===== src/rtl/xc20xx_cfgload.sv =====
// xc20xx_cfgload: serial configuration loader for the XC20XX CLB array.
// Parses preamble, length and 43-bit frames from DIN (sampled when DIN_EN=1)
// and emits one checked 40-bit configuration word per CLB.
//
// state    | meaning
// ---------+-----------------------------------------------------------
// S_IDLE   | waiting for the first preamble 0 on idle '1's
// S_PRE    | checking the remaining preamble bits 0,1,0
// S_LEN    | shifting in the 8-bit frame count, LSB first
// S_FSTART | expecting a frame start bit (0)
// S_FDATA  | shifting in 40 data bits, LSB first
// S_FPAR   | checking even parity over data + parity bit
// S_FSTOP  | checking stop bit and field legality, accepting the frame
// S_DONE   | all frames loaded, absorbing
// S_ERROR  | load aborted, absorbing
module xc20xx_cfgload #(
    parameter int NUM_FRAMES = 64
) (
    input  logic        K,
    input  logic        RST,
    input  logic        DIN,
    input  logic        DIN_EN,
    output logic [39:0] CFG_WORD,
    output logic [7:0]  CFG_ADDR,
    output logic        CFG_STB,
    output logic        BUSY,
    output logic        DONE,
    output logic        ERR,
    output logic [2:0]  ERR_CODE
);

    typedef enum logic [3:0] {
        S_IDLE, S_PRE, S_LEN, S_FSTART, S_FDATA, S_FPAR, S_FSTOP, S_DONE, S_ERROR
    } state_t;

    localparam logic [8:0] MAX_LEN = 9'(NUM_FRAMES);

    state_t      state_q, state_d;
    logic [5:0]  bit_cnt_q, bit_cnt_d;
    logic [7:0]  len_q, len_d;
    logic [7:0]  frame_cnt_q, frame_cnt_d;
    logic [39:0] shift_q, shift_d;
    logic [39:0] cfg_word_q, cfg_word_d;
    logic [7:0]  cfg_addr_q, cfg_addr_d;
    logic        cfg_stb_q, cfg_stb_d;
    logic        busy_q, busy_d;
    logic        done_q, done_d;
    logic        err_q, err_d;
    logic [2:0]  err_code_q, err_code_d;
    logic [7:0]  len_next;
    logic        field_bad;

    // Any 2-bit mux field set to the unused encoding, or reserved bits set
    always_comb begin
        field_bad = (shift_q[19:18] == 2'b11) || (shift_q[23:22] == 2'b11) ||
                    (shift_q[26:25] == 2'b11) || (shift_q[28:27] == 2'b11) ||
                    (shift_q[30:29] == 2'b11) || (shift_q[32:31] == 2'b11) ||
                    (shift_q[34:33] == 2'b11) || (shift_q[37:36] == 2'b11) ||
                    (shift_q[39:38] != 2'b00);
    end

    // Next-state and output decode; everything holds unless DIN_EN samples a bit
    always_comb begin
        state_d     = state_q;
        bit_cnt_d   = bit_cnt_q;
        len_d       = len_q;
        frame_cnt_d = frame_cnt_q;
        shift_d     = shift_q;
        cfg_word_d  = cfg_word_q;
        cfg_addr_d  = cfg_addr_q;
        cfg_stb_d   = 1'b0;
        err_code_d  = err_code_q;
        len_next    = {DIN, len_q[7:1]};

        if (DIN_EN) begin
            case (state_q)
                S_IDLE: begin
                    if (!DIN) begin
                        state_d   = S_PRE;
                        bit_cnt_d = '0;
                    end
                end
                S_PRE: begin
                    if (DIN != (bit_cnt_q == 6'd1)) begin
                        state_d    = S_ERROR;
                        err_code_d = 3'd1;
                    end else if (bit_cnt_q == 6'd2) begin
                        state_d   = S_LEN;
                        bit_cnt_d = '0;
                    end else begin
                        bit_cnt_d = bit_cnt_q + 6'd1;
                    end
                end
                S_LEN: begin
                    len_d = len_next;
                    if (bit_cnt_q == 6'd7) begin
                        bit_cnt_d = '0;
                        if (len_next == 8'd0 || {1'b0, len_next} > MAX_LEN) begin
                            state_d    = S_ERROR;
                            err_code_d = 3'd2;
                        end else begin
                            state_d = S_FSTART;
                        end
                    end else begin
                        bit_cnt_d = bit_cnt_q + 6'd1;
                    end
                end
                S_FSTART: begin
                    if (DIN) begin
                        state_d    = S_ERROR;
                        err_code_d = 3'd3;
                    end else begin
                        state_d   = S_FDATA;
                        bit_cnt_d = '0;
                    end
                end
                S_FDATA: begin
                    shift_d = {DIN, shift_q[39:1]};
                    if (bit_cnt_q == 6'd39) begin
                        state_d   = S_FPAR;
                        bit_cnt_d = '0;
                    end else begin
                        bit_cnt_d = bit_cnt_q + 6'd1;
                    end
                end
                S_FPAR: begin
                    if ((^shift_q) ^ DIN) begin
                        state_d    = S_ERROR;
                        err_code_d = 3'd4;
                    end else begin
                        state_d = S_FSTOP;
                    end
                end
                S_FSTOP: begin
                    if (!DIN) begin
                        state_d    = S_ERROR;
                        err_code_d = 3'd3;
                    end else if (field_bad) begin
                        state_d    = S_ERROR;
                        err_code_d = 3'd5;
                    end else begin
                        cfg_word_d  = shift_q;
                        cfg_addr_d  = frame_cnt_q;
                        cfg_stb_d   = 1'b1;
                        frame_cnt_d = frame_cnt_q + 8'd1;
                        state_d     = (frame_cnt_q == len_q - 8'd1) ? S_DONE : S_FSTART;
                    end
                end
                default: begin
                    state_d = state_q;
                end
            endcase
        end

        busy_d = (state_d == S_PRE) || (state_d == S_LEN) || (state_d == S_FSTART) ||
                 (state_d == S_FDATA) || (state_d == S_FPAR) || (state_d == S_FSTOP);
        done_d = (state_d == S_DONE);
        err_d  = (state_d == S_ERROR);
    end

    // State and registered outputs with synchronous reset
    always_ff @(posedge K) begin
        if (RST) begin
            state_q     <= S_IDLE;
            bit_cnt_q   <= '0;
            len_q       <= '0;
            frame_cnt_q <= '0;
            shift_q     <= '0;
            cfg_word_q  <= '0;
            cfg_addr_q  <= '0;
            cfg_stb_q   <= 1'b0;
            busy_q      <= 1'b0;
            done_q      <= 1'b0;
            err_q       <= 1'b0;
            err_code_q  <= '0;
        end else begin
            state_q     <= state_d;
            bit_cnt_q   <= bit_cnt_d;
            len_q       <= len_d;
            frame_cnt_q <= frame_cnt_d;
            shift_q     <= shift_d;
            cfg_word_q  <= cfg_word_d;
            cfg_addr_q  <= cfg_addr_d;
            cfg_stb_q   <= cfg_stb_d;
            busy_q      <= busy_d;
            done_q      <= done_d;
            err_q       <= err_d;
            err_code_q  <= err_code_d;
        end
    end

    assign CFG_WORD = cfg_word_q;
    assign CFG_ADDR = cfg_addr_q;
    assign CFG_STB  = cfg_stb_q;
    assign BUSY     = busy_q;
    assign DONE     = done_q;
    assign ERR      = err_q;
    assign ERR_CODE = err_code_q;

endmodule


===== config.mk =====
export PLATFORM = sky130hd
export DESIGN_NAME = xc20xx_cfgload
export DESIGN_NICKNAME = d
export VERILOG_FILES = /design/src/rtl/xc20xx_cfgload.sv
export SDC_FILE = /design/constraint.sdc
export NUM_CORES = 1
export LEC_CHECK = 0
export CAP_MARGIN = 20
export CELL_PAD_IN_SITES_DETAIL_PLACEMENT = 1
export CELL_PAD_IN_SITES_GLOBAL_PLACEMENT = 1
export CORE_MARGIN = 2
export CORE_UTILIZATION = 40
export DETAILED_ROUTE_END_ITERATION = 10
export PLACE_DENSITY_LB_ADDON = 0.1
export SETUP_SLACK_MARGIN = 0.4
export SLEW_MARGIN = 40
export SYNTH_ARGS = -nofsm -noshare
export SYNTH_HDL_FRONTEND = slang
export SYNTH_SLANG_ARGS = --single-unit

===== constraint.sdc =====
create_clock -name K -period 7.78 [get_ports K]
set_input_delay 1.556 -clock K [delete_from_list [all_inputs] [get_ports K]]
set_output_delay 1.556 -clock K [all_outputs]
set_load 0.005 [all_outputs]

# After elaboration in Yosys (flattened, before gate mapping)
# Index checks and enable logic that the tools add are counted.
word_totals:
  regBits: 121
  latch_bits: 0
  ram_bits: 0
  rom_bits: 0
  input_bits: 4
  output_inout_bits: 55
  wordCells: 112
  n_memories: 0
classes:
  addsub: 3
  mul: 0
  n_div: 0
  order_cmp: 1
  eq_ne: 36
  shift: 0
  muxes: 28
  n_bitwise: 5
  reduce_logical: 27
op_table:
  columns: ["cell", "count"]
  rows:
  - ["4-bit 2-to-1 mux", 11]
  - ["40-bit XOR reduction", 1]
  - ["6-bit 2-to-1 mux", 5]
  - ["4-bit by 3-bit == test with 1-bit output, second input constant", 7]
  - ["4-bit one-hot mux with 7 select lines", 1]
  - ["3-bit 2-to-1 mux", 8]
  - ["6-bit one-hot mux with 4 select lines", 1]
  - ["2-bit == test, second input constant", 8]
  - ["4-bit by 2-bit == test with 1-bit output, second input constant", 4]
  - ["3-bit one-hot mux with 5 select lines", 1]
  - ["1-bit logical OR", 14]
  - ["2-bit inequality test, second input constant", 7]
  - ["8-bit by 1-bit adder with 8-bit output, second input constant", 1]
  - ["4-bit by 1-bit == test with 1-bit output, second input constant", 2]
  - ["8-bit == test", 1]
  - ["8-bit by 7-bit > comparator with 1-bit output, second input constant", 1]
  - ["8-bit zero test", 1]
  - ["4-bit AND reduction", 2]
  - ["8-bit AND reduction", 1]
  - ["8-bit by 1-bit subtractor with 8-bit output, second input constant", 1]
  - ["6-bit by 1-bit adder with 6-bit output, second input constant", 1]
  - ["6-bit by 1-bit == test with 1-bit output, second input constant", 1]
  - ["6-bit by 2-bit == test with 1-bit output, second input constant", 1]
  - ["6-bit by 3-bit == test with 1-bit output, second input constant", 1]
  - ["14 further kinds", 18]

# Depth between registers and ports, before layout
logic_depth:
  word_depth: 19
  depth_mapped: 9
  ltp_nobuf: 9

# Worst setup path after synthesis
# OpenSTA, ideal clock, no wires.
synth_timing:
  kind: "input to register"
  from: "input port DIN"
  to: "register err_q (netlist: ERR)"
  setup_ns: 0.060
  arrival_time_ns: 3.088
  required_time_ns: 7.720
  setup_slack_ns: 4.632
  stages: 6
  path_buffers: 0
  cell_sequence: "or3_1 > and4b_1 > a2111o_1 > a211o_1 > a31oi_2 > and3_1"
synth_via:
  elab_chain_len: 7
  elab_cells_between_ends: 15
  cone_classes: "order compare (1); eq/ne (2); mux (9); bitwise (1); reduce/logical (2)"
synth_rtl:
  columns: ["item", "line_no", "rtl"]
  rows:
  - ["start, declared", "21", "input logic DIN,"]
  - ["8-bit by 7-bit > comparator with 1-bit output / 8-bit zero test (equally long branches)", "98", "if (len_next == 8'd0 || {1'b0, len_next} > MAX_LEN) begin"]
  - ["1-bit logical OR", "98", null]
  - ["4-bit 2-to-1 mux", "98", null]
  - ["4-bit 2-to-1 mux", "96", "if (bit_cnt_q == 6'd7) begin"]
  - ["4-bit one-hot mux with 7 select lines (*)", "76", "case (state_q)"]
  - ["4-bit 2-to-1 mux (*)", "75", "if (DIN_EN) begin"]
  - ["4-bit == test (*)", "158", "err_d = (state_d == S_ERROR);"]
  - ["end signal, assigned", "187", "err_q <= err_d;"]
  - ["end, declared", "48", "logic err_q, err_d;"]
# Mark *: on every way between the ends. The rest lies on a longest branch, timed or not.
# A chain may end at the register's enable or synchronous reset.

# Worst setup path in the final report
layout_timing:
  from: "input port DIN_EN"
  to: "register bit_cnt_q[0]"
layout_via:
  elab_chain_len: 1
layout_rtl:
  columns: ["item", "line_no", "rtl"]
  rows:
  - ["start, declared", "22", "input logic DIN_EN,"]
  - ["4-bit AND reduction (no line)", null, null]
  - ["end signal, assigned", "178", "bit_cnt_q <= bit_cnt_d;"]
  - ["end, declared", "39", "logic [5:0] bit_cnt_q, bit_cnt_d;"]
# Every way passes these cells.

==> impl_metrics.json <==
{
  "outcome": "finished clean",
  "antenna_found_initial": 0,
  "viasPerCell": 5.18,
  "highest_layer": "met4",
  "ff_latch_area_sq_um": 2420,
  "fin_crit_ps": 4030,
  "ys_seq_area_share_pct": 43.6,
  "crit_path_end_kind": "register",
  "yosys.area.top_type": "dfxtp_1",
  "clock_skew_ps": 4.86,
  "h-tree-depth": 4,
  "cts_buffer_depth": 2,
  "stdcell_count": 924,
  "synth.top_cell.area_share_pct": 43.6,
  "power.leakage_nw": 2.32,
  "avgSynthCellArea_sq_um": 8.00,
  "maxCapViolCount": 0,
  "final-max-slew-violation-count": 0,
  "reg2reg_depth": 7,
  "post_cts_buffers": 0,
  "pin_count": 59,
  "die_h_um": 122,
  "antenna_cells": 0,
  "final_hold_viol_count": 0,
  "core_sq_um": 13700,
  "fmax_mhz": 248,
  "synth_fp_nets": 707,
  "start_kind": "primary input",
  "wl_met2_mm": 7.02,
  "r2r_setup_slack_ps": 5010,
  "synthFlopType": "dfxtp_1",
  "setup_viol": 0,
  "postRouteAntennaNets": 0,
  "wl_met3_um": 487,
  "fin_setup_tns_ps": 0,
  "clock_sinks": 121,
  "synthArstFlopShare_pct": 0,
  "hold_path_class": "register to register",
  "port_buffers": 58,
  "drc_errors": 0,
  "hold_buffers": 0,
  "rows": 43,
  "wl_per_cell_um": 15.6,
  "cp-endpoint": "bit_cnt_q[0]",
  "dr.pass1.iters": 4,
  "worstPathMaxFanout": 15,
  "grt_pass1_wl_mm": 23.9,
  "grtUsageTotal_pct": 20.6,
  "dp_hpwl_mm": 9.34,
  "final_nets": 744,
  "gp_congestion": 0.906,
  "yosysWarnings": 0,
  "place_inst": 892,
  "num_vias": 4784,
  "fillers": 1680,
  "clockRootBuffer": "clkbuf_16",
  "clk_pin_slew_worst_paths_ps": 50,
  "grt_pass1_vias": 4759,
  "cts_tree": "done",
  "cp.arrival_ps": 4340,
  "r2r-end": "ERR",
  "wl_met1_mm": 6.70,
  "worst_ep_required_time_ps": 8100,
  "synthToLayoutAreaGrowth_pct": 22.1,
  "die_x_um": 122,
  "final_layout_size_suffix_gt1_share_pct": 8.06,
  "slew_headroom_pct": 46.8,
  "multi_input_area_sq_um": 2900,
  "p_total_mw": 1.50,
  "clock_latency_ps": 420,
  "synth_top_cells_by_area": "dfxtp_1, nand2_1, a21oi_1, xnor2_1, clkbuf_1",
  "timing.rr.start": "len_q[2]",
  "grt_overflow_total": 0,
  "rsz0062_at_grt": "no",
  "grt_max_degree": 106,
  "syn_inst": 694,
  "crit_start": "DIN_EN",
  "period_share_pct": 51.7,
  "initial_core_util_pct": 40.5,
  "syn-cell-area_sq_um": 5560,
  "cts-resized-gates": 0,
  "path_class": "primary input to register",
  "power_density_nw_per_um2": 221,
  "synth_edf_count": 0,
  "drtIter0Drc": 238,
  "yosysUniqueCellTypes": 65,
  "dieArea_sq_um": 14800,
  "ir_drop_uv": 157,
  "drt-total-wl_mm": 14.4,
  "ys_ff_latch": 121,
  "numCtsBuffers": 17,
  "worst_pin_slew_ps": 799
}
-- routing by layer --
metal | up-vias | global-route usage [%]
li1 | 2393 | -
met1 | 2297 | 25.8
met2 | 75 | 34.2
met3 | 19 | 5.71
met4 | 0 | 7.26
met5 | - | 0
-- metrics by stage --
step | hold slack [ps] | util, % | instance area [sq um] | setup slack (ps)
3_3_place_gp | 445 | 45.1 | 6190 | 3440
3_5_place_dp | 448 | 45.2 | 6190 | 3390
4_1_cts | 455 | 49.4 | 6780 | 3810
6_report | 452 | 49.4 | 6780 | 3750
5_1_grt | 473 | 49.4 | 6780 | 3490
2_1_floorplan | 446 | - | 5560 | 4630
-- report_power, final --
| part | internal [mW] | switching, mW |
|---|---|---|
| registers | 0.626 | 0.00987 |
| logic | 0.0319 | 0.0546 |
| clock network | 0.485 | 0.289 |
| total | 1.14 | 0.354 |
-- kinds of logic after synthesis --
logic type	after synthesis	synth area share [%]
buffers and inverters	54	4.28
adder cells (fa/ha/maj)	9	2.03
AND/OR/NAND/NOR	305	24.4
multiplexers	1	0.180
flip-flops	121	43.6
AO/OA/AOI/OAI	149	15.5
XOR/XNOR	55	9.98
-- placed cells by master, fill, tap and decap left out, types with 5 or more instances in the layout --
cell type,instances
xor2_1,12
clkdlybuf4s50_1,57
clkbuf_16,17
nor2b_1,5
a21oi_1,111
nand3_1,17
nand2_1,201
o21ai_0,8
nor2_1,29
nand4_1,5
nor3_1,5
clkinv_2,5
xnor2_1,38
dfxtp_1,121
ha_1,9
inv_1,10
-- cell usage after synthesis, types with 2 or more instances --
master      n
a2111o_1    2
a211o_1     2
a211oi_1    2
a21boi_0    2
a21oi_1   111
a41o_1      3
and2_1      4
and2_2      2
and3_1      3
and3_2      4
and4_1      3
buf_4       3
buf_6       3
clkbuf_1   36
dfxtp_1   121
ha_1        9
inv_1      10
nand2_1   202
nand2b_1    4
nand3_1    17
nand4_1     5
nand4b_1    2
nor2_1     30
nor2b_1     5
nor3_1      5
nor3b_1     2
o21ai_0     8
or2_2       4
or2b_2      2
or3_1       2
or3_4       2
xnor2_1    38
xnor3_1     3
xor2_1     12
-- critical path: stages --
cell	delay, ps
clkdlybuf4s50_1	830
nor2b_1	590
o21ai_0	210
nor2_1	550
a21oi_1	160
a21boi_0	200
and2_1	220
-- layout make-up --
class / instances / share of cell area [%]
multi-input combinational: 519 / 42.8
inverter: 10 / 0.554
clock inverter: 12 / 1.85
timing repair buffer: 62 / 9.02
clock buffer: 20 / 6.73
sequential: 121 / 35.7
tap: 180 / 3.32
-- registers in the layout, summed over array words and instances (netlist names) --
register and flops:
shift_q 40, DONE 1, CFG_WORD 40, CFG_STB 1, state_q 4, BUSY 1, len_q 8, ERR_CODE 3
ERR 1, bit_cnt_q 6, frame_cnt_q 8, CFG_ADDR 8
-- worst min path at each step --
stage,from,endpoint,cells past startpoint
3_5_place_dp,CFG_ADDR[5],CFG_ADDR[5],2
5_1_grt,CFG_WORD[35],CFG_WORD[35],2
3_3_place_gp,CFG_WORD[3],CFG_WORD[3],2
6_report,CFG_WORD[0],CFG_WORD[0],2
4_1_cts,CFG_ADDR[5],CFG_ADDR[5],2
2_1_floorplan,shift_q[0],CFG_WORD[0],2
Power figures use the tool's default switching activity.
